--- src/rtl/ctrl_fsm_if.sv ---
// Instruction-memory fetch channel between the controller (master) and
// the instruction memory (slave).
interface ctrl_fsm_if;
    logic       imem_req;
    logic [7:0] imem_addr;
    logic       imem_ack;
    logic [7:0] imem_rdata;

    modport master (
        output imem_req,
        output imem_addr,
        input  imem_ack,
        input  imem_rdata
    );

    modport slave (
        input  imem_req,
        input  imem_addr,
        output imem_ack,
        output imem_rdata
    );
endinterface

--- src/rtl/ctrl_fsm.sv ---
// Fetch/decode/execute controller for the 8-bit ALU datapath: owns PC, IR,
// the immediate byte and the condition-code register.
module ctrl_fsm #(
    parameter logic [7:0] PC_RESET = 8'h00,
    parameter logic [7:0] MAX_WAIT = 8'd255
) (
    input  logic             clk,
    input  logic             rst_n,
    ctrl_fsm_if.master       imem,
    output logic [3:0]       alu_op,
    output logic [1:0]       ra_field,
    output logic             dec_ra,
    output logic             c_in,
    output logic             old_z,
    output logic             old_n,
    output logic             old_c,
    output logic             old_v,
    output logic [1:0]       rf_a_addr,
    output logic [1:0]       rf_b_addr,
    input  logic [7:0]       rf_b_data,
    input  logic [7:0]       alu_result,
    input  logic             alu_z,
    input  logic             alu_n,
    input  logic             alu_c,
    input  logic             alu_v,
    input  logic             alu_flags_update,
    output logic             rf_we,
    output logic [1:0]       rf_waddr,
    output logic [7:0]       rf_wdata,
    output logic             halted,
    output logic             fault
);

    typedef enum logic [2:0] {
        ST_FETCH,
        ST_DECODE,
        ST_FETCH2,
        ST_EXEC,
        ST_HALT
    } state_t;

    localparam logic [3:0] OP_SETCLR = 4'd6;
    localparam logic [3:0] OP_DEC    = 4'd8;
    localparam logic [3:0] OP_JMP    = 4'd9;
    localparam logic [3:0] OP_LOOP   = 4'd10;
    localparam logic [3:0] OP_LDM    = 4'd12;
    localparam logic [3:0] OP_HLT    = 4'd15;

    state_t     state, state_d;
    logic [7:0] pc, pc_d;
    logic [7:0] ir, ir_d;
    logic [7:0] imm, imm_d;
    logic [3:0] ccr, ccr_d;          // {Z, N, C, V}
    logic [7:0] wait_cnt, wait_d;
    logic       fault_q, fault_d;
    logic       req_en;              // keeps imem_req low for the first cycle out of reset

    logic [3:0] opcode;
    logic [1:0] ra;
    logic       cond_flag;

    assign opcode = ir[7:4];
    assign ra     = ir[3:2];

    always_ff @(posedge clk) begin
        if (!rst_n) begin
            state    <= ST_FETCH;
            pc       <= PC_RESET;
            ir       <= '0;
            imm      <= '0;
            ccr      <= '0;
            wait_cnt <= '0;
            fault_q  <= 1'b0;
            req_en   <= 1'b0;
        end else begin
            state    <= state_d;
            pc       <= pc_d;
            ir       <= ir_d;
            imm      <= imm_d;
            ccr      <= ccr_d;
            wait_cnt <= wait_d;
            fault_q  <= fault_d;
            req_en   <= 1'b1;
        end
    end

    always_comb begin
        cond_flag = 1'b0;
        case (ra)
            2'd0: cond_flag = ccr[3];
            2'd1: cond_flag = ccr[2];
            2'd2: cond_flag = ccr[1];
            2'd3: cond_flag = ccr[0];
            default: cond_flag = 1'b0;
        endcase
    end

    always_comb begin
        state_d       = state;
        pc_d          = pc;
        ir_d          = ir;
        imm_d         = imm;
        ccr_d         = ccr;
        wait_d        = wait_cnt;
        fault_d       = fault_q;
        imem.imem_req = 1'b0;
        alu_op        = '0;
        dec_ra        = 1'b0;
        rf_we         = 1'b0;
        rf_wdata      = alu_result;
        halted        = 1'b0;

        case (state)
            ST_FETCH, ST_FETCH2: begin
                imem.imem_req = req_en;
                if (req_en) begin
                    if (imem.imem_ack) begin
                        if (state == ST_FETCH) begin
                            ir_d    = imem.imem_rdata;
                            state_d = ST_DECODE;
                        end else begin
                            imm_d   = imem.imem_rdata;
                            state_d = ST_EXEC;
                        end
                        pc_d   = pc + 8'd1;
                        wait_d = '0;
                    end else if (wait_cnt == MAX_WAIT) begin
                        fault_d = 1'b1;
                        state_d = ST_HALT;
                    end else begin
                        wait_d = wait_cnt + 8'd1;
                    end
                end
            end

            ST_DECODE: begin
                case (opcode)
                    OP_LDM, OP_LOOP: state_d = ST_FETCH2;
                    OP_HLT:          state_d = ST_HALT;
                    default:         state_d = ST_EXEC;
                endcase
            end

            ST_EXEC: begin
                state_d = ST_FETCH;
                if (alu_flags_update) begin
                    ccr_d = {alu_z, alu_n, alu_c, alu_v};
                end
                case (opcode)
                    4'd1, 4'd2, 4'd3, 4'd4, 4'd5, OP_DEC: begin
                        alu_op = opcode;
                        rf_we  = 1'b1;
                    end
                    OP_SETCLR: begin
                        // ra of 2/3 selects SETC/CLRC, which only touch flags
                        alu_op = opcode;
                        rf_we  = ~ra[1];
                    end
                    OP_LOOP: begin
                        alu_op = OP_DEC;
                        dec_ra = 1'b1;
                        rf_we  = 1'b1;
                        if (!alu_z) begin
                            pc_d = imm;
                        end
                    end
                    OP_JMP: begin
                        if (cond_flag) begin
                            pc_d = rf_b_data;
                        end
                    end
                    OP_LDM: begin
                        rf_we    = 1'b1;
                        rf_wdata = imm;
                    end
                    default: ;
                endcase
            end

            ST_HALT: begin
                halted = 1'b1;
            end

            default: state_d = ST_HALT;
        endcase
    end

    assign imem.imem_addr = pc;
    assign ra_field       = ra;
    assign rf_a_addr      = ra;
    assign rf_b_addr      = ir[1:0];
    assign rf_waddr       = ra;
    assign c_in           = ccr[1];
    assign old_z          = ccr[3];
    assign old_n          = ccr[2];
    assign old_c          = ccr[1];
    assign old_v          = ccr[0];
    assign fault          = fault_q;

endmodule
--- src/flat_wrapper.sv ---
// flat-port wrapper written by rule: the top's interface ports become plain ports
module ctrl_fsm_flat 
#(
    parameter logic [7:0] PC_RESET = 8'h00,
    parameter logic [7:0] MAX_WAIT = 8'd255
)
  (clk, rst_n, alu_op, ra_field, dec_ra, c_in, old_z, old_n, old_c, old_v, rf_a_addr, rf_b_addr, rf_b_data, alu_result, alu_z, alu_n, alu_c, alu_v, alu_flags_update, rf_we, rf_waddr, rf_wdata, halted, fault, imem_imem_req, imem_imem_addr, imem_imem_ack, imem_imem_rdata);
  ctrl_fsm_if imem_i ();
  input  logic clk;
  input  logic rst_n;
  output logic [3:0] alu_op;
  output logic [1:0] ra_field;
  output logic dec_ra;
  output logic c_in;
  output logic old_z;
  output logic old_n;
  output logic old_c;
  output logic old_v;
  output logic [1:0] rf_a_addr;
  output logic [1:0] rf_b_addr;
  input  logic [7:0] rf_b_data;
  input  logic [7:0] alu_result;
  input  logic alu_z;
  input  logic alu_n;
  input  logic alu_c;
  input  logic alu_v;
  input  logic alu_flags_update;
  output logic rf_we;
  output logic [1:0] rf_waddr;
  output logic [7:0] rf_wdata;
  output logic halted;
  output logic fault;
  output wire logic [$bits(imem_i.imem_req)-1:0] imem_imem_req;
  output wire logic [$bits(imem_i.imem_addr)-1:0] imem_imem_addr;
  input wire logic [$bits(imem_i.imem_ack)-1:0] imem_imem_ack;
  input wire logic [$bits(imem_i.imem_rdata)-1:0] imem_imem_rdata;
  assign imem_imem_req = imem_i.imem_req;
  assign imem_imem_addr = imem_i.imem_addr;
  assign imem_i.imem_ack = imem_imem_ack;
  assign imem_i.imem_rdata = imem_imem_rdata;
  ctrl_fsm #(.PC_RESET(PC_RESET), .MAX_WAIT(MAX_WAIT)) u_core (.clk(clk), .rst_n(rst_n), .imem(imem_i), .alu_op(alu_op), .ra_field(ra_field), .dec_ra(dec_ra), .c_in(c_in), .old_z(old_z), .old_n(old_n), .old_c(old_c), .old_v(old_v), .rf_a_addr(rf_a_addr), .rf_b_addr(rf_b_addr), .rf_b_data(rf_b_data), .alu_result(alu_result), .alu_z(alu_z), .alu_n(alu_n), .alu_c(alu_c), .alu_v(alu_v), .alu_flags_update(alu_flags_update), .rf_we(rf_we), .rf_waddr(rf_waddr), .rf_wdata(rf_wdata), .halted(halted), .fault(fault));
endmodule
--- config.mk ---
export PLATFORM = sky130hd
export DESIGN_NAME = ctrl_fsm_flat
export DESIGN_NICKNAME = d
export VERILOG_FILES = /design/src/rtl/ctrl_fsm_if.sv /design/src/rtl/ctrl_fsm.sv /design/src/flat_wrapper.sv
export SDC_FILE = /design/constraint.sdc
export NUM_CORES = 1
export LEC_CHECK = 0
export BUFFER_PORTS_ARGS = -buffer_cell sky130_fd_sc_hd__buf_2
export CAP_MARGIN = 20
export CORE_ASPECT_RATIO = 1.2
export CORE_MARGIN = 4
export CORE_UTILIZATION = 25
export DETAILED_ROUTE_END_ITERATION = 16
export GPL_TIMING_DRIVEN = 0
export HOLD_SLACK_MARGIN = 0.1
export MAX_ROUTING_LAYER = met4
export PLACE_DENSITY_LB_ADDON = 0.05
export SYNTH_ARGS = -nofsm -noshare
export SYNTH_HDL_FRONTEND = slang
export SYNTH_SLANG_ARGS = --single-unit
--- constraint.sdc ---
create_clock -name clk -period 2.3 [get_ports clk]
set_clock_uncertainty 0.2 [all_clocks]
set_input_delay 0.23 -clock clk [delete_from_list [all_inputs] [get_ports clk]]
set_output_delay 0.23 -clock clk [all_outputs]
set_load 0.02 [all_outputs]
## Yosys cells after proc, flatten, opt, wreduce, memory -nomap -nowiden

Cells that the tools add are included.

| word-level totals | value |
|---|---|
| output and inout port bits | 38 |
| word-level logic and storage cells | 80 |
| bits of input ports | 32 |
| register bits | 41 |

| cells by class | value |
|---|---|
| multiplexer cells | 26 |
| add/subtract/negate cells | 2 |
| reductions and logical operators | 14 |
| bitwise operators | 4 |
| equal/unequal tests | 26 |

Operators by type and width:

| kind | count |
|---|---|
| $mux 8 | 8 |
| $pmux 8 s2 | 2 |
| $eq 4x4->1 const B | 5 |
| $add 8x1->8 const B | 2 |
| $eq 4x3->1 const B | 3 |
| $pmux 3 s4 | 1 |
| $reduce_and 4->1 | 3 |
| $mux 3 | 3 |
| $ne 3x2->1 const B | 3 |
| $eq 4x2->1 const B | 2 |
| $eq 8x8->1 const B | 1 |
| $pmux 4 s2 | 1 |
| $reduce_or 8->1 | 1 |
| $reduce_or 7->1 | 1 |
| $eq 3x2->1 const B | 2 |
| $mux 1 | 6 |
| $pmux 3 s2 | 1 |
| $reduce_and 3->1 | 2 |
| $reduce_and 6->1 | 1 |
| $eq 2x2->1 const B | 2 |
| $eq 4x1->1 const B | 1 |
| $mux 4 | 1 |
| $ne 2x2->1 const B | 2 |
| $not 1->1 | 4 |
| other kinds (13) | 14 |

## Depth between registers and ports, before layout

Gate-level depths: netlist of the first run.

| logic depth | value |
|---|---|
| word-level depth | 5 |
| mapped depth | 7 |

## Worst setup path before layout of the first run

OpenSTA, ideal clock, no wires.

| timing | value |
|---|---|
| path type | reg2out |
| from | register u_core.state[2] |
| to | output alu_op[1] |
| path slack | -0.129 ns |
| arrival time | 1.999 ns |
| required time | 1.870 ns |
| buffers on the path | 2 |
| stages on the path, launching flop included | 5 |
| path through | dfxtp_1 buf_2 nand3b_1 clkbuf_1 a2111oi_0 |

| on the way | value |
|---|---|
| longest elaborated chain between the ends | 2 |

Ends and longest elaborated chain:

| element | line | source |
|---|---|---|
| start: declaration | ctrl_fsm.sv:49 | `state_t state, state_d;` |
| start signal: assignment | ctrl_fsm.sv:76 | `state <= state_d;` |
| $eq 3x2->1 | ctrl_fsm.sv:113 | `case (state)` |
| $mux 4 | ctrl_fsm.sv:113 |  |
| end: declaration | flat_wrapper.sv:11 | `output logic [3:0] alu_op;` |

No other way between the ends.

## Worst setup path after layout of the first run

Same ends and word-level chain as after synthesis.

==> results.toml, run 1 <==
[global_route]
grt.total_usage = 0.146
grt_pass1_vias = 2431
grt_pass1_wl_um = 12600
overflow = 0
antenna_found_initial = 0
grt_max_degree = 14

[floorplan]
rows = 38
initial_core_util = 0.260
core_area_um2 = 9180
die_w_um = 97.3
ios = 70
die_y_um = 115
die-area_um2 = 11200

[worst_setup_path]
ff2ff_setup_slack_ns = 0.08
arrival_ns = 1.81
cp-end-kind = "output port"
required_ns = 1.87
r2r_cells = 7
worstReg2RegStart = "u_core.state[2]"
r2r-end = "u_core.imem.imem_addr[5]"
crit_type = "register to output port"
start_kind = "register"
crit_fanout = 10

[logic_synthesis]
synth_warnings = 0
synth_area_um2 = 2390
synth-edff-count = 0
ys_types = 50
synth_top_area_cell = "dfxtp_1"
synth_fp_nets = 319
synthTopCellsByCount = "dfxtp_1 (41), nand2_1 (29), o21ai_0 (23), nor2_1 (18), nor2b_1 (15)"
synth.area.top_cells = "dfxtp_1 (34%), mux2_2 (5.2%), o21ai_0 (4.8%), nand2_1 (4.6%), mux2i_1 (4.2%)"
syn_inst = 285
dominantRegCellSynth = "dfxtp_1"
synth_seq_area_share = 0.343
ys_async_sr_fraction = 0
synth.most_common_cell = "dfxtp_1"
avgSynthCellArea_um2 = 8.39
synth_seq_cells = 41
synthDominantCellAreaShare = 0.343

[clocking]
clock_sinks = 41
cts_tree = "built"
numCtsBuffers = 5
path_clk_slew_ns = 0.08
ctsRootBufferMaster = "clkbuf_8"
clk_path_buf_depth = 2
htreeDepth = 2
clk_latency_ns = 0.30

[cells_and_area]
nets = 413
n_antenna_cell = 0
drive_above_1_share = 0.324
regArea_um2 = 822
area_growth_pct = 35.5
multi_input_area_um2 = 1460
fillCellCount = 989

[timing]
worst_pin_slew_ns = 0.621
setup_violations = 0
rsz0062_at_grt = "true"
report.final.slew_viol_count = 0
min_period_over_period = 0.973
setup_tns_ns = 0
max_freq_ghz = 0.447
finalHoldViolCount = 0
slew-limit-headroom = 0.586
min_period_ns = 2.24

[power]
p_total_mw = 1.50
powerDensity_nw_per_um2 = 464
vdd_drop_max_uv = 289
power.leakage_nw = 1.28

[place]
port_buffers = 68
place_congestion = 0.796
place_hpwl_um = 5800

[min_path]
min_path_cells = 5
min_to = "u_core.imem.imem_addr[1]"
hold_class = "input port to register"
hold_path_startpoint = "rf_b_data[1]"

[route]
dr.pass1.iters = 4
vias = 2339
wl_um = 7840
drc_errors = 0
drt_iter0_drc = 70
avgRoutedWirePerCell_um = 15.7
ant_nets = 0
viasPerCell = 4.68

[status]
status = "complete, no violations"

[job]
drv_cap = 0
[layer usage]
layer | global-route usage | vias to the layer above | share of wire
met1 | 0.180 | 1067 | 0.46
met3 | 0.0231 | 8 | 0.033
met2 | 0.249 | 63 | 0.49
met4 | 0.0416 | 0 | 0.014
met5 | - | - | 0
li1 | - | 1201 | -
[logic make-up after synthesis]
logic type	Yosys count	share of synthesized area
muxes	21	0.0937
xor gates and xnor gates	7	0.0257
adders and majority gates	2	0.0105
buffers and inverters	31	0.0722
AOI/OAI and AO/OA	74	0.206
and+or+nand+nor	109	0.248
DFF	41	0.343
[placed cells by master (no fill, tap or decap), types with 3 or more instances in the layout]
cell type	n
a211oi_1	3
a21boi_0	12
a21oi_1	8
a31oi_1	5
buf_2	68
buf_4	16
clkbuf_1	7
clkbuf_8	5
dfxtp_1	40
dlygate4sd3_1	17
inv_1	6
mux2_2	11
mux2i_1	10
nand2_1	29
nand2b_1	3
nand3_1	12
nand3b_1	3
nand4_1	3
nor2_1	17
nor2b_1	15
nor3_1	10
o211ai_1	7
o21ai_0	23
xnor2_1	5
[report_power, final]
| group | total [mW] | internal [mW] | switching [mW] | leakage (nW) |
|---|---|---|---|---|
| clock network | 0.490 | 0.214 | 0.275 | 0.0374 |
| registers | 0.751 | 0.728 | 0.0231 | 0.333 |
| logic | 0.262 | 0.113 | 0.149 | 0.914 |
[metrics by stage]
| step | hold slack (ns) | cells | instance area (um2) | worst slack [ns] | util |
|---|---|---|---|---|---|
| 3_5_place_dp | 0.180 | 473 | 2880 | -0.0660 | 0.314 |
| 2_1_floorplan | 0.0577 | 285 | 2390 | 0.115 | - |
| 3_3_place_gp | 0.184 | 473 | 2880 | -0.0852 | 0.314 |
| 5_1_grt | 0.175 | 500 | 3240 | -0.0508 | 0.353 |
| 6_report | 0.157 | 500 | 3240 | 0.0621 | 0.353 |
| 4_1_cts | 0.155 | 500 | 3190 | 0.00716 | 0.347 |
[flip-flops by register name, indices dropped and copies added, names as in the netlist]
register,cells
u_core.req_en,1
u_core.imem.imem_addr,8
u_core.wait_cnt,8
u_core.ccr,4
u_core.state,3
u_core.imm,8
u_core.fault,1
u_core.ir,8
[worst max-delay path: stages (launching register included)]
cell       delay, ns
dfxtp_1         0.30
buf_2           0.19
nand3b_1        0.25
buf_4           0.23
a2111oi_4       0.35
buf_4           0.20
[worst max-delay path by stage]
stage	startpoint	slack, ns	end
detailed placement	u_core.state[0]	-0.07	rf_we
global placement	u_core.state[0]	-0.09	rf_we
global route	u_core.state[2]	-0.05	u_core.imem.imem_addr[3]
floorplan	u_core.state[2]	0.11	alu_op[1]
finish	u_core.state[2]	0.06	alu_op[1]
CTS	u_core.state[2]	0.007	alu_op[1]
[cell type report]
class | instances | share of cell area
multi-input cells | 213 | 0.452
flip-flops and latches | 41 | 0.254
repair buffers | 87 | 0.164
plain buffers | 25 | 0.0502
well taps | 120 | 0.0463
clock buffers | 6 | 0.0224
inverters | 6 | 0.00695
clock inverters | 2 | 0.00463
[what timing repair did]
item / CTS / global route
pin swaps: 1 / 2
setup endpoints to repair: 14 / 27
resized for setup: 9 / 16
hold buffers: 17 / 0
buffers inserted: 2 / 0
endpoints found under the hold margin: 21 / 0
Power figures use the tool's default switching activity.
==> run 2: changes to the inputs <==
--- a/config.mk
+++ b/config.mk
@@ -5,7 +5,7 @@
 export SDC_FILE = /design/constraint.sdc
 export NUM_CORES = 1
 export LEC_CHECK = 0
-export BUFFER_PORTS_ARGS = -buffer_cell sky130_fd_sc_hd__buf_2
+export BUFFER_PORTS_ARGS = -buffer_cell sky130_fd_sc_hd__buf_4
 export CAP_MARGIN = 20
 export CORE_ASPECT_RATIO = 1.2
 export CORE_MARGIN = 4
@@ -15,6 +15,7 @@
 export HOLD_SLACK_MARGIN = 0.1
 export MAX_ROUTING_LAYER = met4
 export PLACE_DENSITY_LB_ADDON = 0.05
+export SLEW_MARGIN = 5
 export SYNTH_ARGS = -nofsm -noshare
 export SYNTH_HDL_FRONTEND = slang
 export SYNTH_SLANG_ARGS = --single-unit
==> results.toml, run 2 (synthesis results as in run 1) <==
[cells_and_area]
n_antenna_cell = 0
nets = 414
final_common_cell = "buf_4"
drive_above_1_share = 0.320
final_cell_mix = "buf_4 (82), dfxtp_1 (40), nand2_1 (29)"
fillCellCount = 993
finish.utilization = 0.374
area_growth_pct = 43.5
multi_input_area_um2 = 1450
regArea_um2 = 822
stdcell_area_um2 = 3430

[floorplan]
initial_core_util = 0.260
rows = 38
core_area_um2 = 9180
die-area_um2 = 11200
ios = 70
die_w_um = 97.3
die_y_um = 115

[timing]
worst_pin_slew_ns = 1.02
report.final.slew_viol_count = 0
min_period_ns = 2.25
min_period_over_period = 0.978
setup_violations = 0
finalHoldViolCount = 0
max_freq_ghz = 0.444
holdWs_ns = 0.132
rsz0062_at_grt = "true"
slew-limit-headroom = 0.321

[min_path]
hold_class = "input port to register"
min_path_cells = 4
hold_path_startpoint = "alu_flags_update"
min_to = "u_core.ccr[3]"

[route]
vias = 2396
drc_errors = 0
dr.pass1.iters = 4
viasPerCell = 4.78
wl_um = 8020
drt_iter0_drc = 84
avgRoutedWirePerCell_um = 16.0
ant_nets = 0

[clocking]
numCtsBuffers = 5
path_clk_slew_ns = 0.08
ctsRootBufferMaster = "clkbuf_8"
clock_sinks = 41
clk_latency_ns = 0.30
cts_tree = "built"
htreeDepth = 2
clk_path_buf_depth = 2

[worst_setup_path]
path_cells = "buf_2, nand3b_1, clkbuf_4, a2111oi_4, buf_4"
crit_fanout = 10
cp_num_buf_inv = 3
arrival_ns = 1.82
cp_top_family = "buffers and inverters"
r2r_cells = 7
ff2ff_setup_slack_ns = 0.10
r2r-end = "u_core.imem.imem_addr[4]"
start_kind = "register"
slowest_delay_ns = 0.37
cp-end-kind = "output port"
worstReg2RegStart = "u_core.state[2]"
crit_type = "register to output port"
cpMaxStageDelayCell = "a2111oi_4"
required_ns = 1.87

[global_route]
overflow = 0
grt.total_usage = 0.149
grt_pass1_vias = 2448
grt_pass1_wl_um = 12900
antenna_found_initial = 0
grt_max_degree = 14

[place]
port_buffers = 68
place_congestion = 0.799
post_dp_cell_area_um2 = 3050
place_hpwl_um = 5820

[job]
drv_cap = 0

[status]
status = "complete, no violations"

[power]
vdd_drop_max_uv = 225
powerDensity_nw_per_um2 = 479
power.leakage_nw = 1.34
-- run 2: report_power, final --
group	internal (mW)	switching, mW	leakage [nW]
logic	0.139	0.150	0.953
clock network	0.326	0.275	0.0554
registers	0.728	0.0236	0.333
-- run 2: through the flow --
| stage | std cells | power, mW | TNS (ns) | worst slack, ns |
|---|---|---|---|---|
| 5_1_grt | 501 | 1.73 | -0.852 | -0.0853 |
| 3_3_place_gp | 473 | 1.03 | -0.361 | -0.0765 |
| 4_1_cts | 501 | 1.66 | 0 | 0.00873 |
| 6_report | 501 | 1.64 | 0 | 0.0499 |
| 2_1_floorplan | 285 | 0.909 | 0 | 0.115 |
| 3_5_place_dp | 473 | 1.03 | -0.440 | -0.0630 |
-- run 2: tightest hold or removal path, delay by kind of cell --
family | cells | cell delay, ns
simple gates | 2 | 0.18
buf+inv | 1 | 0.11
compound gates | 1 | 0.06
-- run 2: per-layer routing --
layer | vias to the layer above | global-route usage | part of all wire
met5 | - | - | 0
met4 | 0 | 0.0388 | 0.011
met3 | 6 | 0.0243 | 0.035
met2 | 61 | 0.248 | 0.50
met1 | 1125 | 0.190 | 0.45
li1 | 1204 | - | -
-- run 2: worst max path at each step --
stage                    startpoint                  endpoint  slack, ns  depth (start not counted)
CTS                 u_core.state[0]               rf_wdata[7]      0.009                          6
global route        u_core.state[2]  u_core.imem.imem_addr[3]      -0.09                          7
global placement    u_core.state[0]                     rf_we      -0.08                          6
detailed placement  u_core.state[0]                     rf_we      -0.06                          6
finish              u_core.state[2]                 alu_op[1]       0.05                          5
floorplan           u_core.state[2]                 alu_op[1]       0.11                          4
-- run 2: final cells by class --
class                   count  share of cell area
multi-input cells         213               0.424
flip-flops and latches     41               0.240
repair buffers             88               0.205
plain buffers              25              0.0482
well taps                 120              0.0438
clock buffers               6              0.0212
clock inverters             2              0.0113
inverters                   6             0.00657
-- run 2: what timing repair did --
action                                  in CTS  in global routing
resized for setup                            9                 13
hold buffers                                17                  0
endpoints found under the setup margin      14                 30
pin swaps                                    1                  1
hold endpoints to repair                    21                  0
buffers inserted                             3                  0
